File: config.mk
export PLATFORM = sky130hd
export DESIGN_NAME = reg_share_arbiter
export DESIGN_NICKNAME = d
export VERILOG_FILES = /design/src/rtl/reg_arb_pkg.sv /design/src/rtl/reg_share_arbiter_reg.sv /design/src/rtl/reg_share_arbiter.sv
export SDC_FILE = /design/constraint.sdc
export NUM_CORES = 1
export LEC_CHECK = 0
export CAP_MARGIN = 20
export CORE_MARGIN = 2
export CORE_UTILIZATION = 41
export DETAILED_ROUTE_END_ITERATION = 10
export PLACE_DENSITY = 0.87
export SETUP_SLACK_MARGIN = 0.02
export SLEW_MARGIN = 10
export SYNTH_ARGS = -nofsm -noshare
export SYNTH_HDL_FRONTEND = slang
export SYNTH_SLANG_ARGS = --single-unit
File: constraint.sdc
create_clock -name clk -period 7.45 [get_ports clk]
set_clock_uncertainty 0.2 [all_clocks]
set_input_delay 1.1175 -clock clk [delete_from_list [all_inputs] [get_ports clk]]
set_output_delay 1.1175 -clock clk [all_outputs]
set_load 0.01 [all_outputs]
File: src/rtl/reg_arb_pkg.sv
// Shared types and helpers for the register-sharing arbiter.
// Holds the FSM state type and the round-robin search.
package reg_arb_pkg;

  typedef enum logic {
    IDLE = 1'b0,
    OWN  = 1'b1
  } state_e;

  typedef struct packed {
    logic       found;
    logic [3:0] idx;
  } pick_t;

  function automatic int owner_w(input int n);
    return (n <= 2) ? 1 : $clog2(n);
  endfunction

  // First set bit of vec at or after start, wrapping at n,
  // skipping any bit set in excl.
  function automatic pick_t rr_find(
    input logic [15:0] vec,
    input logic [3:0]  start,
    input logic [15:0] excl,
    input int          n
  );
    pick_t p;
    int    j;
    p = '0;
    for (int i = 0; i < 16; i++) begin
      j = int'(start) + i;
      if (j >= n) j = j - n;
      if (!p.found && i < n && j < 16) begin
        if (vec[j] && !excl[j]) begin
          p.found = 1'b1;
          p.idx   = 4'(j);
        end
      end
    end
    return p;
  endfunction

endpackage

File: src/rtl/reg_share_arbiter_reg.sv
// Shared storage register with synchronous clear.
// Write enable is formed upstream by feeding q back into d.
module reg_share_arbiter_reg #(
  parameter int W = 32
) (
  input  logic         clk,
  input  logic         rst,
  input  logic [W-1:0] d,
  output logic [W-1:0] q
);

  always_ff @(posedge clk) begin
    if (rst) q <= '0;
    else     q <= d;
  end

endmodule

File: src/rtl/reg_share_arbiter.sv
// Round-robin owner of one shared pipeline register.
// Define ARB_PRIO_EN to add the prio input (priority subset).
module reg_share_arbiter
  import reg_arb_pkg::*;
#(
  parameter int DATAWIDTH = 32,
  parameter int NREQ      = 4,
  parameter int MAX_HOLD  = 4,
  localparam int OWNER_W  = owner_w(NREQ)
) (
  input  logic                      clk,
  input  logic                      rst,
  input  logic [NREQ-1:0]           req,
`ifdef ARB_PRIO_EN
  input  logic [NREQ-1:0]           prio,
`endif
  input  logic [NREQ*DATAWIDTH-1:0] din,
  output logic [NREQ-1:0]           gnt,
  output logic [DATAWIDTH-1:0]      q,
  output logic                      q_valid,
  output logic [OWNER_W-1:0]        q_owner
);

  localparam int HOLD_W = owner_w(MAX_HOLD);
  localparam logic [HOLD_W-1:0] HOLD_LAST =
    HOLD_W'(MAX_HOLD - 1);

  state_e              state_q, state_d;
  logic [OWNER_W-1:0]  owner_q, owner_d;
  logic [NREQ-1:0]     gnt_q, gnt_d;
  logic [OWNER_W-1:0]  rr_ptr_q, rr_ptr_d;
  logic [HOLD_W-1:0]   hold_q, hold_d;
  logic                gap_q, gap_d;
  logic                q_valid_q;
  logic [OWNER_W-1:0]  q_owner_q;

  logic [NREQ-1:0]      cand;
  logic [NREQ-1:0]      excl;
  pick_t                pick;
  logic                 wr;
  logic [DATAWIDTH-1:0] reg_d;
  logic [DATAWIDTH-1:0] reg_q;

  always_comb begin
    cand = req;
`ifdef ARB_PRIO_EN
    if (|(req & prio)) cand = req & prio;
`endif
    excl = '0;
    if (state_q == OWN) excl = NREQ'(1) << owner_q;
    pick = rr_find(16'(cand), 4'(rr_ptr_q),
                   16'(excl), NREQ);
  end

  always_comb begin
    state_d  = state_q;
    owner_d  = owner_q;
    gnt_d    = gnt_q;
    rr_ptr_d = rr_ptr_q;
    hold_d   = hold_q;
    gap_d    = 1'b0;
    wr       = 1'b0;
    unique case (state_q)
      IDLE: begin
        if (pick.found) begin
          state_d = OWN;
          owner_d = OWNER_W'(pick.idx);
          gnt_d   = NREQ'(1) << pick.idx;
          hold_d  = '0;
          rr_ptr_d = (int'(pick.idx) == NREQ - 1) ? '0 :
                     OWNER_W'(int'(pick.idx) + 1);
        end
      end
      OWN: begin
        if (gap_q) begin
          wr = 1'b0;
        end else if (req[owner_q]) begin
          wr = 1'b1;
          if (hold_q != HOLD_LAST) begin
            hold_d = hold_q + 1'b1;
          end else if (pick.found) begin
            // Last write of this term: hand over, new owner waits a cycle.
            owner_d = OWNER_W'(pick.idx);
            gnt_d   = NREQ'(1) << pick.idx;
            hold_d  = '0;
            gap_d   = 1'b1;
            rr_ptr_d = (int'(pick.idx) == NREQ - 1) ? '0 :
                       OWNER_W'(int'(pick.idx) + 1);
          end
        end else if (pick.found) begin
          owner_d = OWNER_W'(pick.idx);
          gnt_d   = NREQ'(1) << pick.idx;
          hold_d  = '0;
          rr_ptr_d = (int'(pick.idx) == NREQ - 1) ? '0 :
                     OWNER_W'(int'(pick.idx) + 1);
        end else begin
          state_d = IDLE;
          gnt_d   = '0;
          hold_d  = '0;
        end
      end
      default: state_d = IDLE;
    endcase
  end

  always_ff @(posedge clk) begin
    if (rst) begin
      state_q   <= IDLE;
      owner_q   <= '0;
      gnt_q     <= '0;
      rr_ptr_q  <= '0;
      hold_q    <= '0;
      gap_q     <= 1'b0;
      q_valid_q <= 1'b0;
      q_owner_q <= '0;
    end else begin
      state_q   <= state_d;
      owner_q   <= owner_d;
      gnt_q     <= gnt_d;
      rr_ptr_q  <= rr_ptr_d;
      hold_q    <= hold_d;
      gap_q     <= gap_d;
      q_valid_q <= wr;
      if (wr) q_owner_q <= owner_q;
    end
  end

  assign reg_d = wr ?
    din[int'(owner_q)*DATAWIDTH +: DATAWIDTH] : reg_q;

  reg_share_arbiter_reg #(
    .W (DATAWIDTH)
  ) u_reg (
    .clk (clk),
    .rst (rst),
    .d   (reg_d),
    .q   (reg_q)
  );

  assign gnt     = gnt_q;
  assign q       = reg_q;
  assign q_valid = q_valid_q;
  assign q_owner = q_owner_q;

endmodule

### Word level (Yosys, flattened, before mapping)

Cells that the tools add are included.

| cells by class | value |
|---|---|
| multiplexer cells | 68 |
| bitwise logic cells | 2 |
| shifts and indexed selects | 3 |
| equal/unequal tests | 4 |
| $lt $le $gt $ge | 13 |
| $add $sub $neg | 9 |
| $mul | 0 |
| reductions and logical operators | 16 |
| divide/modulo/power cells | 0 |

Operators with widths:

| cell | number |
|---|---|
| 32-bit by 6-bit < comparator with 1-bit output, second input constant | 8 |
| 32-bit 2-to-1 mux | 4 |
| 128-bit by 8-bit indexed part select with 32-bit output | 1 |
| 5-bit 2-to-1 mux | 8 |
| 1-bit binary-select mux with 4-bit select | 8 |
| 2-bit 2-to-1 mux | 13 |
| 4-bit 2-to-1 mux | 6 |
| 1-bit 2-to-1 mux | 23 |
| 2-bit one-hot mux with 2 select lines | 3 |
| 3-bit by 3-bit subtractor with 4-bit output, second input constant | 3 |
| 3-bit greater-or-equal comparator, second input constant | 3 |
| 4-bit one-hot mux with 2 select lines | 1 |
| 1-bit logical AND | 7 |
| 1-bit zero test | 7 |
| 2-bit by 2-bit adder with 3-bit output, second input constant | 2 |
| 5-bit OR reduction | 1 |
| 2-bit by 1-bit adder with 2-bit output, second input constant | 2 |
| 4-bit by 3-bit == test with 1-bit output, second input constant | 1 |
| 2-bit inequality test, second input constant | 2 |
| 1-bit by 2-bit left shift with 4-bit output, first input constant | 1 |
| 1-bit by 4-bit left shift with 4-bit output, first input constant | 1 |
| 2-bit by 3-bit subtractor with 4-bit output, second input constant | 1 |
| 2-bit by 1-bit adder with 3-bit output, second input constant | 1 |
| 2-bit by 3-bit greater-or-equal comparator with 1-bit output, second input constant | 1 |
| other kinds (6) | 7 |

| storage, ports and cells | value |
|---|---|
| output and inout port bits | 39 |
| logic and storage cells | 124 |
| ROM bits | 0 |
| register bits after elaboration | 47 |
| bits of input ports | 134 |
| bits in latches | 0 |
| RAM bits | 0 |
| memories kept | 0 |

### Longest topological paths before layout

| logic depth | value |
|---|---|
| depth in word-level cells | 25 |
| depth in mapped cells | 11 |

### By module

From an unflattened synthesis, not the netlist that was laid out.

| second synthesis, totals | value |
|---|---|
| cell total of the unflattened synthesis | 261 |
| area, all modules | 3076.7 µm² |

By module, submodules not included:

| module | area each (µm²) | instances | cells each |
|---|---|---|---|
| reg_share_arbiter | 2213.4 | 1 | 194 |
| reg_share_arbiter_reg | 863.3 | 1 | 67 |

### Worst setup path before layout

Ideal clock, no wire load.

| timing path | value |
|---|---|
| kind | input port to flip-flop |
| from | input req[0] |
| to | register rr_ptr_q[0] |
| cell stages on the path | 8 |
| arrival | 2.596 ns |
| library setup time | 0.063 ns |
| path buffers | 1 |
| slack | 4.591 ns |
| cell sequence | mux2_1 > o21ai_2 > mux2i_1 > and4b_1 > or3b_1 > buf_2 > mux2_4 > nor2_2 |

| on the way | value |
|---|---|
| cells in the longest elaborated chain, start to end | 22 |
| elaborated cells on any way between the ends | 42 |
| those cells by class | add/sub: 1; eq/ne: 2; mux: 28; reduce/logical: 11 |

RTL lines:

| item | RTL line | source |
|---|---|---|
| from (decl) | reg_share_arbiter.sv:13 | `input logic [NREQ-1:0] req,` |
| 1-bit binary-select mux with 4-bit select | reg_arb_pkg.sv:34 | `if (vec[j] && !excl[j]) begin` |
| 1-bit 2-to-1 mux (not written as such) (2 in series) | reg_arb_pkg.sv:34 |  |
| 1-bit logical AND | reg_arb_pkg.sv:34 |  |
| 5-bit 2-to-1 mux | reg_arb_pkg.sv:34 |  |
| 5-bit 2-to-1 mux | reg_arb_pkg.sv:33 | `if (!p.found && i < n && j < 16) begin` |
| 1-bit zero test | reg_arb_pkg.sv:33 |  |
| 1-bit logical AND | reg_arb_pkg.sv:33 |  |
| 5-bit 2-to-1 mux | reg_arb_pkg.sv:33 |  |
| [5 not listed] | -- |  |
| 5-bit 2-to-1 mux | reg_arb_pkg.sv:33 |  |
| 2-bit by 1-bit adder with 2-bit output or 4-bit by 3-bit == test with 1-bit output (tied branches) | -- |  |
| 2-bit 2-to-1 mux | reg_share_arbiter.sv:70, reg_share_arbiter.sv:87, reg_share_arbiter.sv:94 |  |
| 2-bit 2-to-1 mux | reg_share_arbiter.sv:65, reg_share_arbiter.sv:81, reg_share_arbiter.sv:90 |  |
| 2-bit 2-to-1 mux | reg_share_arbiter.sv:79 | `if (hold_q != HOLD_LAST) begin` |
| 2-bit 2-to-1 mux | reg_share_arbiter.sv:77 | `end else if (req[owner_q]) begin` |
| 2-bit 2-to-1 mux | reg_share_arbiter.sv:75 | `if (gap_q) begin` |
| 2-bit one-hot mux with 2 select lines | reg_share_arbiter.sv:63 | `unique case (state_q)` |
| to (signal assigned) | reg_share_arbiter.sv:120 | `rr_ptr_q <= rr_ptr_d;` |
| to (decl) | reg_share_arbiter.sv:31 | `logic [OWNER_W-1:0] rr_ptr_q, rr_ptr_d;` |

Several ways; a longest one is shown, not always the timed one. The select of a mux whose other input is x is not followed.
A chain may end at the register's enable or synchronous reset.

### Worst setup path after layout

| timing path | value |
|---|---|
| from | input req[0] |
| to | register gnt_q[1], in the netlist gnt[1] |

| on the way | value |
|---|---|
| cells in the longest elaborated chain, start to end | 21 |
| elaborated cells on any way between the ends | 41 |
| those cells by class | eq/ne: 1; shift: 1; mux: 28; reduce/logical: 11 |

RTL lines:

| item | RTL line | source |
|---|---|---|
| 1-bit binary-select mux with 4-bit select | reg_arb_pkg.sv:34 |  |
| 1-bit 2-to-1 mux (not written as such) (2 in series) | reg_arb_pkg.sv:34 |  |
| 1-bit logical AND | reg_arb_pkg.sv:34 |  |
| 5-bit 2-to-1 mux | reg_arb_pkg.sv:34 |  |
| 5-bit 2-to-1 mux | reg_arb_pkg.sv:33 |  |
| 1-bit zero test | reg_arb_pkg.sv:33 |  |
| 1-bit logical AND | reg_arb_pkg.sv:33 |  |
| 5-bit 2-to-1 mux | reg_arb_pkg.sv:33 |  |
| [4 not listed] | -- |  |
| 1-bit logical AND | reg_arb_pkg.sv:33 |  |
| 5-bit 2-to-1 mux | reg_arb_pkg.sv:33 |  |
| 1-bit by 4-bit left shift with 4-bit output | reg_share_arbiter.sv:68, reg_share_arbiter.sv:84, reg_share_arbiter.sv:92 |  |
| 4-bit 2-to-1 mux | reg_share_arbiter.sv:65, reg_share_arbiter.sv:81 |  |
| 4-bit 2-to-1 mux | reg_share_arbiter.sv:79 |  |
| 4-bit 2-to-1 mux | reg_share_arbiter.sv:77 |  |
| 4-bit 2-to-1 mux | reg_share_arbiter.sv:75 |  |
| 4-bit one-hot mux with 2 select lines | reg_share_arbiter.sv:63 |  |
| to (signal assigned) | reg_share_arbiter.sv:119 | `gnt_q <= gnt_d;` |
| to (decl) | reg_share_arbiter.sv:30 | `logic [NREQ-1:0] gnt_q, gnt_d;` |

Several ways; a longest one is shown, not always the timed one. The select of a mux whose other input is x is not followed.

==> key figures <==
Run status
  – Status: finished clean

Detailed routing
  – Vias after detailed routing: 2914
  – WL per Instance: 15.8 um
  – Antenna viol nets, final: 0
  – Detailed-route DRC error count: 0
  – DR iter-0 viols: 134
  – DR vias/cell: 5.28
  – Initial DRT Pass Iterations: 4
  – Drt total wl: 8710 um

Global route
  – Number of global-route vias before repair: 2653
  – GRT met2 Usage: 0.382
  – GRT Util Overall: 0.209
  – First-pass GRT wire length: 12400 um
  – Most Used Layer, Global Route: met2
  – Largest net degree at the start of global routing: 48
  – Routing usage on met1: 0.239
  – Initial antenna violation count: 0
  – GR met3 Demand/Resource: 0.0584
  – Total gr overflow: 0

CTS
  – Sink Count: 47
  – Setup repair bufs after CTS: 0
  – CTS Buf Count: 5
  – Clock latency at the later pin of the worst-skew pair: 0.29 ns
  – Clk buf depth: 2
  – Worst-path clk slew: 0.09 ns
  – CTS Hold Bufs: 0
  – Root buf cell: clkbuf_8
  – Post-CTS sizing: 0
  – CTS tree: built
  – H-tree levels: 2

Power and ir drop
  – Pwr Density: 260 nW/um^2
  – IR drop worst, VDD: 0.170 mV
  – Pleak: 1.66 nW
  – Tot Pwr: 0.00123 W

Finish
  – Most common cell after layout, fill and taps aside: clkdlybuf4s50_1
  – N_diodes: 0
  – Layout net count: 596
  – Commonest non-fill, non-tap cells in the layout: clkdlybuf4s50_1, nand2_1, dfxtp_1
  – Layout cell share with drive strength beyond 1: 0.123
  – Area Growth Syn to Fin: 64.5%
  – Fillers: 515

Die
  – IO Pins: 173
  – Die Y: 87.6 um
  – Die ar.: 7670 sq um
  – Row cnt: 30
  – Core Area: 6790 sq um
  – Die width: 87.6 um
  – Initial Util: 0.422

Placed design
  – HPWL after DPL: 6890 um
  – Final GP Congestion: 0.851
  – Port bufs: 172

Setup path
  – Max incr delay on CP: 0.60 ns
  – Crit Path Max Fanout: 11
  – Worst setup path startpoint: req[0]
  – Reg-to-Reg Start: owner_q[1]$_SDFFE_PP0P_
  – Worst Setup End Kind: flip-flop
  – CP Cell Sequence: clkdlybuf4s50_1 -> mux2_1 -> o21ai_2 -> mux2i_1 -> a211oi_2 -> a21oi_1 -> or3b_1 -> a21oi_1
  – CP Data Required Time: 7.47 ns
  – Critical Path Start Type: primary input
  – CP most frequent cell: a21oi_1
  – Critical path's slowest cell: a211oi_2
  – Crit Path Category: primary input to flip-flop
  – WP data arrival: 3.39 ns

STA
  – FMAX: 297 MHz
  – RSZ-0062 raised after global routing: no
  – Final Hold Viols: 0
  – Final setup violation count: 0
  – Post-route setup TNS: 0 ns
  – Period minus WS final: 3.37 ns
  – Max Slew Vio Count: 0
  – Rel. slew slack: 0.445
  – Final worst-path cycle share: 0.452
  – Worst Tran Pin Value: 0.832 ns

Logic synthesis
  – Ys async rst share: 0
  – Synthesized instance count: 297
  – Most used flip-flop cell after synthesis: dfxtp_1
  – Yosys warning count: 0
  – Syn Nets: 437
  – Synthesis-stage register bit count: 47
  – Sequential share of the synthesized area: 0.328
  – Post-synth cell types: 45
  – Post-synth EDFFs: 0
  – Synthesized area: 2870 sq um
  – Syn Area/Cell: 9.65 sq um

Hold path
  – Worst hold path type: flip-flop to flip-flop
  – Hold Startpoint: u_reg.q[30]$_SDFFE_PP0P_

Flow run
  – Max Cap Violations: 0
## where the power goes
group / leakage, nW / switching, W / internal, W
Clock: 0.0440 / 0.0000813 / 0.0000642
Sequential: 0.385 / 0.0000732 / 0.000312
Combinational: 1.23 / 0.000314 / 0.000382
## path summary, 6_finish.rpt
| kind | end | slack, ns | depth (start not counted) |
|---|---|---|---|
| worst max-delay path | gnt[1]$_SDFFE_PP0P_ | 4.08 | 8 |
| worst min-delay path | u_reg.q[30]$_SDFFE_PP0P_ | 0.26 | 2 |
| worst max register to register | gnt[1]$_SDFFE_PP0P_ | 4.16 | 8 |
| worst min register to register | u_reg.q[30]$_SDFFE_PP0P_ | 0.26 | 2 |
## per-stage QoR
step                      instance area, sq um  utilization  setup WS [ns]  cells  hold slack (ns)
after global routing                      4710        0.694           3.89    552            0.268
after CTS                                 4700        0.691           4.09    551            0.257
final                                     4710        0.694           4.08    552            0.256
after detailed placement                  4610        0.679           3.77    544            0.246
after floorplan                           2870            -           4.59    297            0.254
after global placement                    4610        0.679           3.81    544            0.241
## worst max-delay path, delay by kind of cell
| family | cells | cell delay [ns] |
|---|---|---|
| compound gates | 4 | 0.94 |
| mux | 2 | 0.47 |
| buf+inv | 1 | 0.47 |
| simple gates | 1 | 0.40 |
## metal layers
layer	share of wire	wire length, um
met4	0.012	103
met2	0.53	4620
met1	0.37	3190
met3	0.091	791
met5	0	0
## sequential cells by signal (all words and copies together), names as in the netlist
name and cells:
gap_q 1, q_owner 2, hold_q 2, u_reg.q 32, gnt 4, state_q 1, rr_ptr_q 2, owner_q 2
q_valid 1
## layout make-up
class | instances | area, sq um | share of cell area
multi-input cells | 222 | 1800 | 0.382
repair buffers | 176 | 1750 | 0.372
flip-flops and latches | 47 | 942 | 0.200
well taps | 96 | 120 | 0.0255
clock buffers | 5 | 68.8 | 0.0146
inverters | 4 | 15.0 | 0.00319
clock inverters | 2 | 13.8 | 0.00292
## cells by family (layout without fill, tap and decap cells)
logic type | Yosys count | count (layout) | share of synthesized area
simple gates | 116 | 116 | 0.176
compound gates | 60 | 60 | 0.133
flops | 47 | 47 | 0.328
mux | 38 | 38 | 0.281
buf+inv | 28 | 187 | 0.0441
fa+ha+maj | 6 | 6 | 0.0262
xor+xnor | 2 | 2 | 0.0114
## cells in the mapped netlist, types with 2 or more instances
master     n  area [sq um]
mux4_2    32           721
a32o_1     3          30.0
nand2_1   82           308
nand2b_1   5          31.3
a21oi_1   37           185
ha_1       6          75.1
mux2i_1    2          20.0
buf_6      2          22.5
o211ai_1   2          15.0
o21ai_2    2          17.5
nor4_1     2          12.5
clkbuf_1  15          56.3
o221ai_2   2          30.0
dfxtp_1   47           941
inv_1      4          15.0
or3b_1     2          17.5
buf_1      4          15.0
nor2_1    11          41.3
a22o_1     2          17.5
o21ai_0    5          25.0
nand3b_1   2          15.0
nor3_1     5          25.0
Note: power is estimated with default switching activity, not from simulation.
==> edit: new RTL, config.mk and constraints unchanged <==
`MAX_HOLD`: 4 -> 8.
--- a/src/rtl/reg_share_arbiter.sv
+++ b/src/rtl/reg_share_arbiter.sv
@@ -6,5 +6,5 @@
   parameter int DATAWIDTH = 32,
   parameter int NREQ      = 4,
-  parameter int MAX_HOLD  = 4,
+  parameter int MAX_HOLD  = 8,
   localparam int OWNER_W  = owner_w(NREQ)
 ) (
Behaviour: not the same (Yosys sat finds a counterexample within 10 cycles, from zero or initial values and one cycle with rst high).
==> edit against the original RTL <==
  * Sequential cell count increased by 1
  * Area after synthesis is 4.3% higher
  * Routed wire length grew 2.4%
  * Power increased by 4.6%
  * Sequential power increased by 4%
  * Critical path depth stayed put
  * Design area rose by 3.2%
  * Worst setup slack got worse by 0.011 ns
  * Critical path type is now flop to flop
  * Highest routed layer unchanged
==> edit: results (changes against the original RTL) <==
* Post-DP Area at 0.00477 mm2 (+3.5%)
* Reg-to-reg slack, setup at 4.07 ns (-0.09 ns)
* Hold path endpoint: u_reg.q[6]$_SDFFE_PP0P_
* Outcome: completed
* Synth unique cells at 49 (+8.9%)
* Worst Hold Class: flop to flop
* Fill cells at 611 (+19%)
* Wire per inst at 15.8 um (+0.40%)
* Critical-path top delay cell: dfxtp_1
* Crit-path max FO at 15 (+4)
* Worst R2R Path Depth at 8 (unchanged)
* Synth top cells by count: 75 x nand2_1, 48 x dfxtp_1, 39 x a21oi_1
* Mapped Avg Cell Area at 9.86 um2 (+2.2%)
* First-pass GRT wire length at 13.3 mm (+6.7%)
* GP Congestion at 0.814 (-4.3%)
* Critical Path AT at 3.42 ns (+0.03 ns)
* DP Wirelength at 7.08 mm (+2.7%)
* Top cells by area, synth: dfxtp_1 32%, mux4_2 25%, nand2_1 9.4%
* Register area at 963 um2 (+2.3%)
* Ant diodes at 0 (unchanged)
* Post-synthesis sequential area ratio at 32.2% (-0.68 points)
* Largest register FFs at 32 (unchanged)
* Reg2reg start: rr_ptr_q[0]$_SDFFE_PP0P_
* Via count at 2977 (+2.2%)
* Hold Startpoint: u_reg.q[6]$_SDFFE_PP0P_
* Worst vdd ir at 102 uV (-40%)
* FF-to-FF End: gnt[2]$_SDFFE_PP0P_
* Leakage at 1.70 nW (+2.5%)
* CP max stage delay at 0.89 ns (+0.29 ns)
* Non-filler cells, final at 563 (+2.0%)
* Slew HR at 38.4% (-6.2 points)
* Nets@finish at 604 (+1.3%)
edit: cell types whose count changed after synthesis, sizes merged, moves of 3 or more:
cell / delta
a21oi: +3
nor2: -3
nand2: -8
nand3: +3
a211oi: +3
a32o: -3
nor2b: +5
and2: +3
edit: stage by stage:
step	hold slack [ns]	setup WS [ns]
after floorplan	0.253	4.67
after global placement	0.241	3.91
after detailed placement	0.246	3.94
after CTS	0.258	4.10
after global routing	0.278	3.88
final	0.256	4.07
edit: final cells by class:
class	count	area share, %
clock buffers	5	1.41
clock inverters	3	0.437
inverters	6	0.463
multi-input cells	227	39.2
flip-flops and latches	48	19.8
well taps	99	2.55
repair buffers	175	36.2
edit: how the worst max path moves through the flow:
stage	start	to	slack [ns]	cells after the start
floorplan	req[3]	gnt[2]$_SDFFE_PP0P_	4.67	6
global placement	req[0]	u_reg.q[10]$_SDFFE_PP0P_	3.91	5
detailed placement	req[2]	gnt[2]$_SDFFE_PP0P_	3.94	7
CTS	rr_ptr_q[0]$_SDFFE_PP0P_	gnt[2]$_SDFFE_PP0P_	4.10	8
global route	rr_ptr_q[0]$_SDFFE_PP0P_	gnt[2]$_SDFFE_PP0P_	3.88	8
finish	rr_ptr_q[0]$_SDFFE_PP0P_	gnt[2]$_SDFFE_PP0P_	4.07	8
edit: layer usage:
| layer | wire length, um | global-route usage (%) |
|---|---|---|
| met1 | 3360 | 24.9 |
| met2 | 4810 | 41.0 |
| met3 | 589 | 3.88 |
| met4 | 154 | 6.78 |
| met5 | 0 | 0 |
edit: where the power goes:
group,switching [mW],internal [mW]
registers,0.0877,0.313
clock network,0.0919,0.0667
logic,0.328,0.396
edit: kinds of logic (layout without fill, tap and decap cells):
group	Yosys count	count (layout)	share of synthesized area (%)
adders and majority gates	7	7	2.93
DFF	48	48	32.2
and+or+nand+nor	112	112	16.6
muxes	36	36	26.2
buffers and inverters	28	189	4.06
xor gates and xnor gates	1	1	0.921
AOI/OAI and AO/OA	71	71	17.2
edit: critical path, delay by kind of cell, from the launching register on:
family,cells,cell delay [ns]
compound gates,4,1.12
fa+ha+maj,1,0.46
buf+inv,1,0.23
flops,1,0.89
simple gates,2,0.42
